--- src/rtl/sbh_adjust_selector.sv ---
// Sign-bit-hiding adjustment selector: picks the lowest-cost coefficient per group
// and holds the chosen position/delta until the downstream handshake completes.
module sbh_adjust_selector #(
  parameter int GROUP_SIZE = 16,
  parameter int COST_W     = 32,
  parameter int POS_W      = 4
) (
  input  logic                     clk,
  input  logic                     rst,
  input  logic                     valid_in,
  input  logic signed [COST_W-1:0] cost_in,
  input  logic signed [1:0]        change_in,
  input  logic                     last_in,
  input  logic                     hide_needed_in,
  output logic                     adj_valid,
  input  logic                     adj_ready,
  output logic [POS_W-1:0]         adj_pos,
  output logic signed [1:0]        adj_change,
  output logic                     adj_apply,
  output logic                     no_cand_err,
  output logic                     len_err,
  output logic                     overrun_err
);

  localparam logic signed [COST_W-1:0] SENTINEL = {1'b0, {(COST_W-1){1'b1}}};
  localparam logic [POS_W-1:0]         LAST_POS = POS_W'(GROUP_SIZE - 1);
  localparam logic [0:0]               ST_ACCUM = 1'b0;
  localparam logic [0:0]               ST_HOLD  = 1'b1;

  logic [0:0]               r_state;
  logic [POS_W-1:0]         r_cnt;
  logic signed [COST_W-1:0] r_min_cost;
  logic [POS_W-1:0]         r_min_pos;
  logic signed [1:0]        r_min_chg;
  logic [POS_W-1:0]         r_pos;
  logic signed [1:0]        r_chg;
  logic                     r_apply;
  logic                     r_no_cand;
  logic                     r_len;
  logic                     r_ovr;

  logic                     w_take;
  logic signed [COST_W-1:0] w_fin_cost;
  logic [POS_W-1:0]         w_fin_pos;
  logic signed [1:0]        w_fin_chg;
  logic                     w_full;
  logic                     w_done;
  logic                     w_len_bad;
  logic                     w_apply;
  logic                     w_busy;
  logic                     w_load;

  always_comb begin
    // First beat of a group always loads, so no stale minimum leaks across groups
    w_take     = (r_cnt == '0) || (cost_in < r_min_cost);
    w_fin_cost = w_take ? cost_in   : r_min_cost;
    w_fin_pos  = w_take ? r_cnt     : r_min_pos;
    w_fin_chg  = w_take ? change_in : r_min_chg;
    w_full     = (r_cnt == LAST_POS);
    w_done     = valid_in && (last_in || w_full);
    w_len_bad  = valid_in && (last_in != w_full);
    w_apply    = hide_needed_in && (w_fin_cost != SENTINEL);
    w_busy     = (r_state == ST_HOLD) && !adj_ready;
    w_load     = w_done && !w_busy;
  end

  always_ff @(posedge clk) begin
    if (rst) begin
      r_state    <= ST_ACCUM;
      r_cnt      <= '0;
      r_min_cost <= SENTINEL;
      r_min_pos  <= '0;
      r_min_chg  <= '0;
      r_pos      <= '0;
      r_chg      <= '0;
      r_apply    <= 1'b0;
      r_no_cand  <= 1'b0;
      r_len      <= 1'b0;
      r_ovr      <= 1'b0;
    end else begin
      if (valid_in) begin
        r_cnt <= w_done ? '0 : r_cnt + 1'b1;
        if (w_take) begin
          r_min_cost <= cost_in;
          r_min_pos  <= r_cnt;
          r_min_chg  <= change_in;
        end
      end
      if (w_done && hide_needed_in && (w_fin_cost == SENTINEL)) r_no_cand <= 1'b1;
      if (w_len_bad) r_len <= 1'b1;
      if (w_done && w_busy) r_ovr <= 1'b1;

      // A load during HOLD with adj_ready=1 retires the old result and keeps adj_valid high
      if (w_load) begin
        r_pos   <= w_fin_pos;
        r_chg   <= w_apply ? w_fin_chg : 2'sb00;
        r_apply <= w_apply;
        r_state <= ST_HOLD;
      end else if ((r_state == ST_HOLD) && adj_ready) begin
        r_state <= ST_ACCUM;
      end
    end
  end

  assign adj_valid   = (r_state == ST_HOLD);
  assign adj_pos     = r_pos;
  assign adj_change  = r_chg;
  assign adj_apply   = r_apply;
  assign no_cand_err = r_no_cand;
  assign len_err     = r_len;
  assign overrun_err = r_ovr;

endmodule

--- config.mk ---
export PLATFORM = sky130hd
export DESIGN_NAME = sbh_adjust_selector
export DESIGN_NICKNAME = d
export VERILOG_FILES = /design/src/rtl/sbh_adjust_selector.sv
export SDC_FILE = /design/constraint.sdc
export NUM_CORES = 1
export LEC_CHECK = 0
export ABC_AREA = 1
export ABC_CLOCK_PERIOD_IN_PS = 3100
export BUFFER_PORTS_ARGS = -buffer_cell sky130_fd_sc_hd__buf_2
export CORE_UTILIZATION = 58
export DETAILED_ROUTE_END_ITERATION = 10
export PLACE_DENSITY_LB_ADDON = 0.12
export SYNTH_ARGS = -nofsm -noshare
export SYNTH_HDL_FRONTEND = slang
export SYNTH_SLANG_ARGS = --single-unit
--- constraint.sdc ---
create_clock -name clk -period 3.1 [get_ports clk]
set_input_delay 0.465 -clock clk [delete_from_list [all_inputs] [get_ports clk]]
set_output_delay 0.465 -clock clk [all_outputs]
set_load 0.02 [all_outputs]
=== Word-level counts from Yosys, hierarchy flattened ===
Cells that the tools add are included.

* Bits in registers: 53
* Output and inout bits: 11

* Add/subtract/negate cells: 1
* $lt $le $gt $ge: 1
* Equality and inequality tests: 4
* Muxes and demuxes: 7
* Reduce and logical (&&, ||, !) cells: 15

{| class="wikitable"
|+ Operators by type and width
! cell !! number
|-
| 32-bit equality test (second input constant) || 1
|-
| 32-bit less-than comparator || 1
|-
| 32-bit 2-to-1 mux || 1
|-
| 32-bit != test (second input constant) || 1
|-
| 1-bit logical AND || 9
|-
| 4-bit 2-to-1 mux || 2
|-
| 4-bit by 1-bit adder with 4-bit output (second input constant) || 1
|-
| 4-bit equality test (second input constant) || 1
|-
| 4-bit zero test || 1
|-
| 2-bit 2-to-1 mux || 2
|-
| 1-bit zero test || 2
|-
| 1-bit logical OR || 2
|-
| 1-bit 2-to-1 mux || 2
|-
| 2-bit nonzero test || 1
|-
| 1-bit != test || 1
|}

=== Depth between registers and ports, before layout ===
* Depth in word-level cells: 6
* Mapped depth: 25
* Mapped depth without buffers: 23

=== Worst setup path before layout ===
Ideal clock, no wire load.

* Path kind: input to register
* Start: in cost_in[29]
* End: reg r_chg[1] (netlist: adj_change[1])
* Library setup time: 0.134 ns
* Arrival time: 2.294 ns
* Path slack: 0.673 ns
* Cell stages on the path: 19
* Buffers on the path: 2
* Path through: ha_1 > a21oi_1 > nor2_1 > nor2_1 > nand3_1 > a21oi_1 > nand2_2 > nand2_4 > buf_8 > buf_6 > nand4_1 > nand2_1 > nand2_1 > nor2_1 > nand2_1 > nor2_2 > nand2_2 > nand3_1 > a21oi_1

* Word-level cells in the longest chain between the ends: 6
* Elaborated cells between the ends (all ways): 7
* Classes of those cells: 1 x order compare; 1 x eq/ne; 3 x mux; 2 x reduce/logical

{| class="wikitable"
|+ Ends and longest elaborated chain
! element !! RTL line !! RTL
|-
| start: declaration || 11 || <nowiki>input logic signed [COST_W-1:0] cost_in,</nowiki>
|-
| 32-bit less-than comparator || 55 || <nowiki>w_take = (r_cnt == '0) || (cost_in < r_min_cost);</nowiki>
|-
| 1-bit logical OR || 55 ||
|-
| 32-bit 2-to-1 mux || n/a ||
|-
| 32-bit != test || 62 || <nowiki>w_apply = hide_needed_in && (w_fin_cost != SENTINEL);</nowiki>
|-
| 1-bit logical AND || 62 ||
|-
| 2-bit 2-to-1 mux * || 96 || <nowiki>r_chg <= w_apply ? w_fin_chg : 2'sb00;</nowiki>
|-
| end signal: assignment || 96 ||
|-
| end: declaration || 36 || <nowiki>logic signed [1:0] r_chg;</nowiki>
|}

Mark *: on every way between the ends. The rest lies on a longest branch, timed or not.
A chain may end at the register's enable or synchronous reset.

=== Final worst setup path ===
* Start: reg r_min_cost[15]
* End: reg r_chg[1] (netlist: adj_change[1])

* Word-level cells in the longest chain between the ends: 6
* Elaborated cells between the ends (all ways): 7
* Classes of those cells: 1 x order compare; 1 x eq/ne; 3 x mux; 2 x reduce/logical

{| class="wikitable"
|+ Ends and longest elaborated chain
! element !! RTL line !! RTL
|-
| start: declaration || 32 || <nowiki>logic signed [COST_W-1:0] r_min_cost;</nowiki>
|-
| start signal: assignment || 84 || <nowiki>r_min_cost <= cost_in;</nowiki>
|-
| 32-bit less-than comparator || 55 ||
|-
| 1-bit logical OR || 55 ||
|-
| 32-bit 2-to-1 mux || n/a ||
|-
| 32-bit != test || 62 ||
|-
| 1-bit logical AND || 62 ||
|-
| 2-bit 2-to-1 mux * || 96 ||
|}

Marks and branches as above.

==> impl_metrics.xml <==
<?xml version="1.0" encoding="UTF-8"?>
<metrics>
  <group name="status">
    <metric name="outcome" unit="">complete, no violations</metric>
  </group>
  <group name="detailed_routing">
    <metric name="final_antenna_net_count" unit="">0</metric>
    <metric name="met2RoutedLength" unit="µm">3910</metric>
    <metric name="topRoutingLayerUsed" unit="">met4</metric>
    <metric name="routed-via-count" unit="">3428</metric>
    <metric name="wl_per_cell" unit="µm">12.6</metric>
    <metric name="dr.pass1.iters" unit="">4</metric>
    <metric name="routed-wl-met3" unit="µm">379</metric>
    <metric name="route.final.wire_length" unit="µm">8080</metric>
    <metric name="drt_drc_violations_left" unit="">0</metric>
    <metric name="detail_route.wirelength.met1" unit="µm">3680</metric>
    <metric name="initialDrtViolationCount" unit="">186</metric>
    <metric name="via_per_inst" unit="">5.36</metric>
  </group>
  <group name="layout">
    <metric name="drive_above_1_share" unit="%">15.1</metric>
    <metric name="layout.nets" unit="">637</metric>
    <metric name="layoutNonFillerInstCount" unit="">639</metric>
    <metric name="num_antenna_cells" unit="">0</metric>
    <metric name="multiInputGateArea" unit="µm²">2030</metric>
    <metric name="seqCellArea" unit="µm²">1060</metric>
    <metric name="final.fill_count" unit="">546</metric>
    <metric name="area.growth.synth_to_final" unit="%">10.5</metric>
  </group>
  <group name="timing">
    <metric name="worst_max_slew_pin_slew" unit="ns">0.848</metric>
    <metric name="slew-limit-headroom" unit="%">43.4</metric>
    <metric name="drv_slew" unit="">0</metric>
    <metric name="rsz0062_at_grt" unit="">false</metric>
    <metric name="clock.fmax" unit="MHz">358</metric>
    <metric name="setup_violations" unit="">0</metric>
    <metric name="period_needed" unit="ns">2.79</metric>
    <metric name="finClkSkew" unit="ns">0.0122</metric>
    <metric name="crit_share_post_route" unit="%">90.1</metric>
    <metric name="setup-tns-final" unit="ns">0</metric>
    <metric name="hold_violations" unit="">0</metric>
  </group>
  <group name="power_and_ir_drop">
    <metric name="internal_power" unit="mW">1.09</metric>
    <metric name="power.share.switching" unit="%">35.9</metric>
    <metric name="pwr-share-comb" unit="%">31.3</metric>
    <metric name="leakage" unit="nW">2.15</metric>
    <metric name="power_frac_seq" unit="%">44.4</metric>
    <metric name="worst_supply_voltage_drop_on_vdd" unit="mV">0.258</metric>
    <metric name="p_per_area" unit="nW/µm²">438</metric>
    <metric name="clockPowerShare" unit="%">24.4</metric>
    <metric name="netSwitchingPower" unit="µW">612</metric>
  </group>
  <group name="setup_path">
    <metric name="worst_ep_arrival_time" unit="ns">2.99</metric>
    <metric name="critical_path.most_common_cell" unit="">sky130_fd_sc_hd__nand2_1</metric>
    <metric name="critical_path_buf_inv_count" unit="">3</metric>
    <metric name="count_of_cells_along_the_worst_register_to_register_path" unit="">22</metric>
    <metric name="reg2reg_from" unit="">r_min_cost[15]$_SDFFE_PP1P_</metric>
    <metric name="critPathMaxFanout" unit="">11</metric>
    <metric name="critPathMaxStageDelay" unit="ns">0.35</metric>
    <metric name="timing.reg2reg.setup_slack" unit="ns">0.31</metric>
    <metric name="crit_path_cell_trace" unit="">inv_1 &gt; ha_1 &gt; nand2_1 &gt; inv_1 &gt; nand3_1 &gt; nor3_1 &gt; nand2_1 &gt; nand2_1 &gt; nand2_2 &gt; nand2_2 &gt; nand2_4 &gt; nand3_4 &gt; buf_4 &gt; nand2_1 &gt; nand2_1 &gt; nand2_1 &gt; nor2_1 &gt; nand2_1 &gt; nor2_2 &gt; nand2_2 &gt; nand3_1 &gt; a21oi_1</metric>
    <metric name="critical_path.startpoint_type" unit="">flop</metric>
    <metric name="critical_path_class" unit="">flop to flop</metric>
    <metric name="worstSetupEndpointType" unit="">flop</metric>
    <metric name="critical-path-top-delay-family" unit="">simple AND/OR/NAND/NOR gates</metric>
    <metric name="endpoint_required_time_on_the_critical_path" unit="ns">3.30</metric>
    <metric name="rr_endpoint" unit="">adj_change[1]$_SDFFE_PP0P_</metric>
    <metric name="cpMaxStageDelayCell" unit="">sky130_fd_sc_hd__dfxtp_1</metric>
  </group>
  <group name="yosys">
    <metric name="number_of_different_library_cells_in_the_post_synthesis_netlist" unit="">29</metric>
    <metric name="syn-num-nets" unit="">593</metric>
    <metric name="synth.avg_cell_area" unit="µm²">6.80</metric>
    <metric name="yosys_warnings" unit="">0</metric>
    <metric name="ys_seq_elements" unit="">53</metric>
    <metric name="netlist_instances" unit="">519</metric>
    <metric name="syn_area" unit="µm²">3530</metric>
    <metric name="synth_sequential_area_ratio" unit="%">30.0</metric>
  </group>
  <group name="floorplan">
    <metric name="core" unit="µm²">5890</metric>
    <metric name="die_width" unit="µm">80.0</metric>
    <metric name="ioPinCount" unit="">51</metric>
    <metric name="die_height" unit="µm">80.0</metric>
    <metric name="floorplan.rows" unit="">28</metric>
    <metric name="design.die.area" unit="µm²">6400</metric>
    <metric name="initial_core_utilization" unit="%">60.0</metric>
  </group>
  <group name="grt">
    <metric name="vias_in_the_first_global_route" unit="">3257</metric>
    <metric name="grt_start_max_net_pins" unit="">68</metric>
    <metric name="grt_use_total" unit="%">26.8</metric>
    <metric name="grt_first_pass_wirelength" unit="µm">13700</metric>
    <metric name="antenna_found_initial" unit="">0</metric>
    <metric name="grt_remaining_overflow" unit="">0</metric>
  </group>
  <group name="job">
    <metric name="max-cap-violations" unit="">0</metric>
  </group>
  <group name="clocking">
    <metric name="cts-hold-fix-buffers" unit="">0</metric>
    <metric name="cts_tree" unit="">built</metric>
    <metric name="clock_sinks" unit="">53</metric>
    <metric name="cts-htree-levels" unit="">2</metric>
    <metric name="cts-root-to-sink-buffers" unit="">2</metric>
    <metric name="cts_inserted_buffers" unit="">5</metric>
    <metric name="path_clk_slew" unit="ns">0.10</metric>
    <metric name="cts_root_buf" unit="">sky130_fd_sc_hd__clkbuf_8</metric>
    <metric name="clk-insertion-delay-late" unit="ns">0.31</metric>
  </group>
  <group name="min_path">
    <metric name="hold_depth" unit="">2</metric>
    <metric name="worstHoldEndpoint" unit="">no_cand_err$_SDFFE_PP0P_</metric>
    <metric name="holdCritPathClass" unit="">flop to flop</metric>
    <metric name="min_delay_startpoint" unit="">no_cand_err$_SDFFE_PP0P_</metric>
  </group>
  <group name="placement">
    <metric name="place_hpwl" unit="µm">5940</metric>
    <metric name="globalplace.congestion" unit="">0.858</metric>
    <metric name="count_of_input_and_output_buffers" unit="">50</metric>
    <metric name="cell_count_after_placement" unit="">628</metric>
  </group>
</metrics>
==> final cells by class <==
type / count / share of cell area [%]
clock buffers: 5 / 1.76
clock inverters: 3 / 0.642
inverters: 71 / 6.83
multi-input cells: 368 / 51.9
flip-flops and latches: 53 / 27.2
well taps: 75 / 2.41
repair buffers: 64 / 9.21
==> stage by stage <==
| step | setup slack, ns | util, % | area, µm² | hold WS, ns | power [mW] |
|---|---|---|---|---|---|
| after CTS | 0.298 | 65.8 | 3870 | 0.461 | 1.71 |
| after global placement | 0.130 | 64.2 | 3780 | 0.449 | 1.28 |
| after global routing | 0.0257 | 66.3 | 3900 | 0.470 | 1.83 |
| final | 0.307 | 66.3 | 3900 | 0.469 | 1.71 |
| after floorplan | 0.673 | - | 3530 | 0.449 | 1.18 |
| after detailed placement | 0.122 | 64.2 | 3780 | 0.456 | 1.29 |
==> cell usage after synthesis (all sizes together) <==
cell type	n	area, µm²
a211oi	1	7.51
a21oi	31	159
buf	13	125
clkbuf	14	52.6
clkinv	1	3.75
dfxtp	53	1060
ha	34	425
inv	70	263
nand2	163	632
nand3	8	57.6
nand4	29	181
nor2	39	159
nor3	4	25.0
nor4	1	6.26
o211ai	31	233
o21a	2	15.0
o21ai	25	125
==> cell families after synthesis <==
family	after synthesis	share of synthesized area (%)
AO/OA/AOI/OAI	90	15.3
adder cells (fa/ha/maj)	34	12.0
buffers and inverters	98	12.6
flip-flops	53	30.0
AND/OR/NAND/NOR	244	30.0
==> routing by layer <==
layer  vias up  GRT usage, %
li1       1787             -
met1      1542          32.8
met2        87          47.6
met3        12          4.11
met4         0          8.75
met5         -             0
==> cell usage in the layout, fill, tap and decap left out, drive strengths merged, types with 4 or more instances in the layout <==
| cell type | Yosys | routed |
|---|---|---|
| nor2 | 39 | 39 |
| nand2 | 163 | 163 |
| ha | 34 | 34 |
| nand3 | 8 | 8 |
| o211ai | 31 | 31 |
| clkbuf | 14 | 5 |
| o21ai | 25 | 25 |
| a21oi | 31 | 31 |
| nand4 | 29 | 29 |
| buf | 13 | 64 |
| dfxtp | 53 | 53 |
| inv | 70 | 71 |
| nor3 | 4 | 4 |
==> worst min-delay path: cells and delay by family, from the launching register on <==
| family | cells | cell delay [ns] |
|---|---|---|
| flops | 1 | 0.32 |
| compound gates | 1 | 0.05 |
| buf+inv | 1 | 0.06 |
==> power by group through the flow <==
| stage | logic, mW | clock network, mW | registers [mW] |
|---|---|---|---|
| floorplan | 0.401 | 0 | 0.776 |
| global placement | 0.506 | 0 | 0.772 |
| detailed placement | 0.520 | 0 | 0.773 |
| CTS | 0.523 | 0.429 | 0.757 |
| global route | 0.614 | 0.452 | 0.764 |
| finish | 0.534 | 0.416 | 0.758 |
==> worst max path at each step <==
stage	start	to	slack (ns)	cells past startpoint
after floorplan	cost_in[29]	adj_change[1]$_SDFFE_PP0P_	0.67	19
after global placement	cost_in[15]	adj_change[1]$_SDFFE_PP0P_	0.13	22
after detailed placement	cost_in[15]	adj_change[1]$_SDFFE_PP0P_	0.12	22
after CTS	r_min_cost[15]$_SDFFE_PP1P_	adj_change[1]$_SDFFE_PP0P_	0.30	22
after global routing	r_min_cost[1]$_SDFFE_PP1P_	adj_change[0]$_SDFFE_PP0P_	0.03	24
final	r_min_cost[15]$_SDFFE_PP1P_	adj_change[1]$_SDFFE_PP0P_	0.31	22
==> registers in the layout (all words and copies together), names as in the netlist <==
register,count
adj_apply,1
adj_change,2
adj_pos,4
adj_valid,1
len_err,1
no_cand_err,1
overrun_err,1
r_cnt,4
r_min_chg,2
r_min_cost,32
r_min_pos,4
==> timing repair <==
item / in CTS / in global routing
hold endpoints to repair: 0 / 0
buffers inserted: 0 / 3
setup endpoints to repair: 0 / 3
resized for setup: 0 / 1
Note: power is estimated with default switching activity, not from simulation.
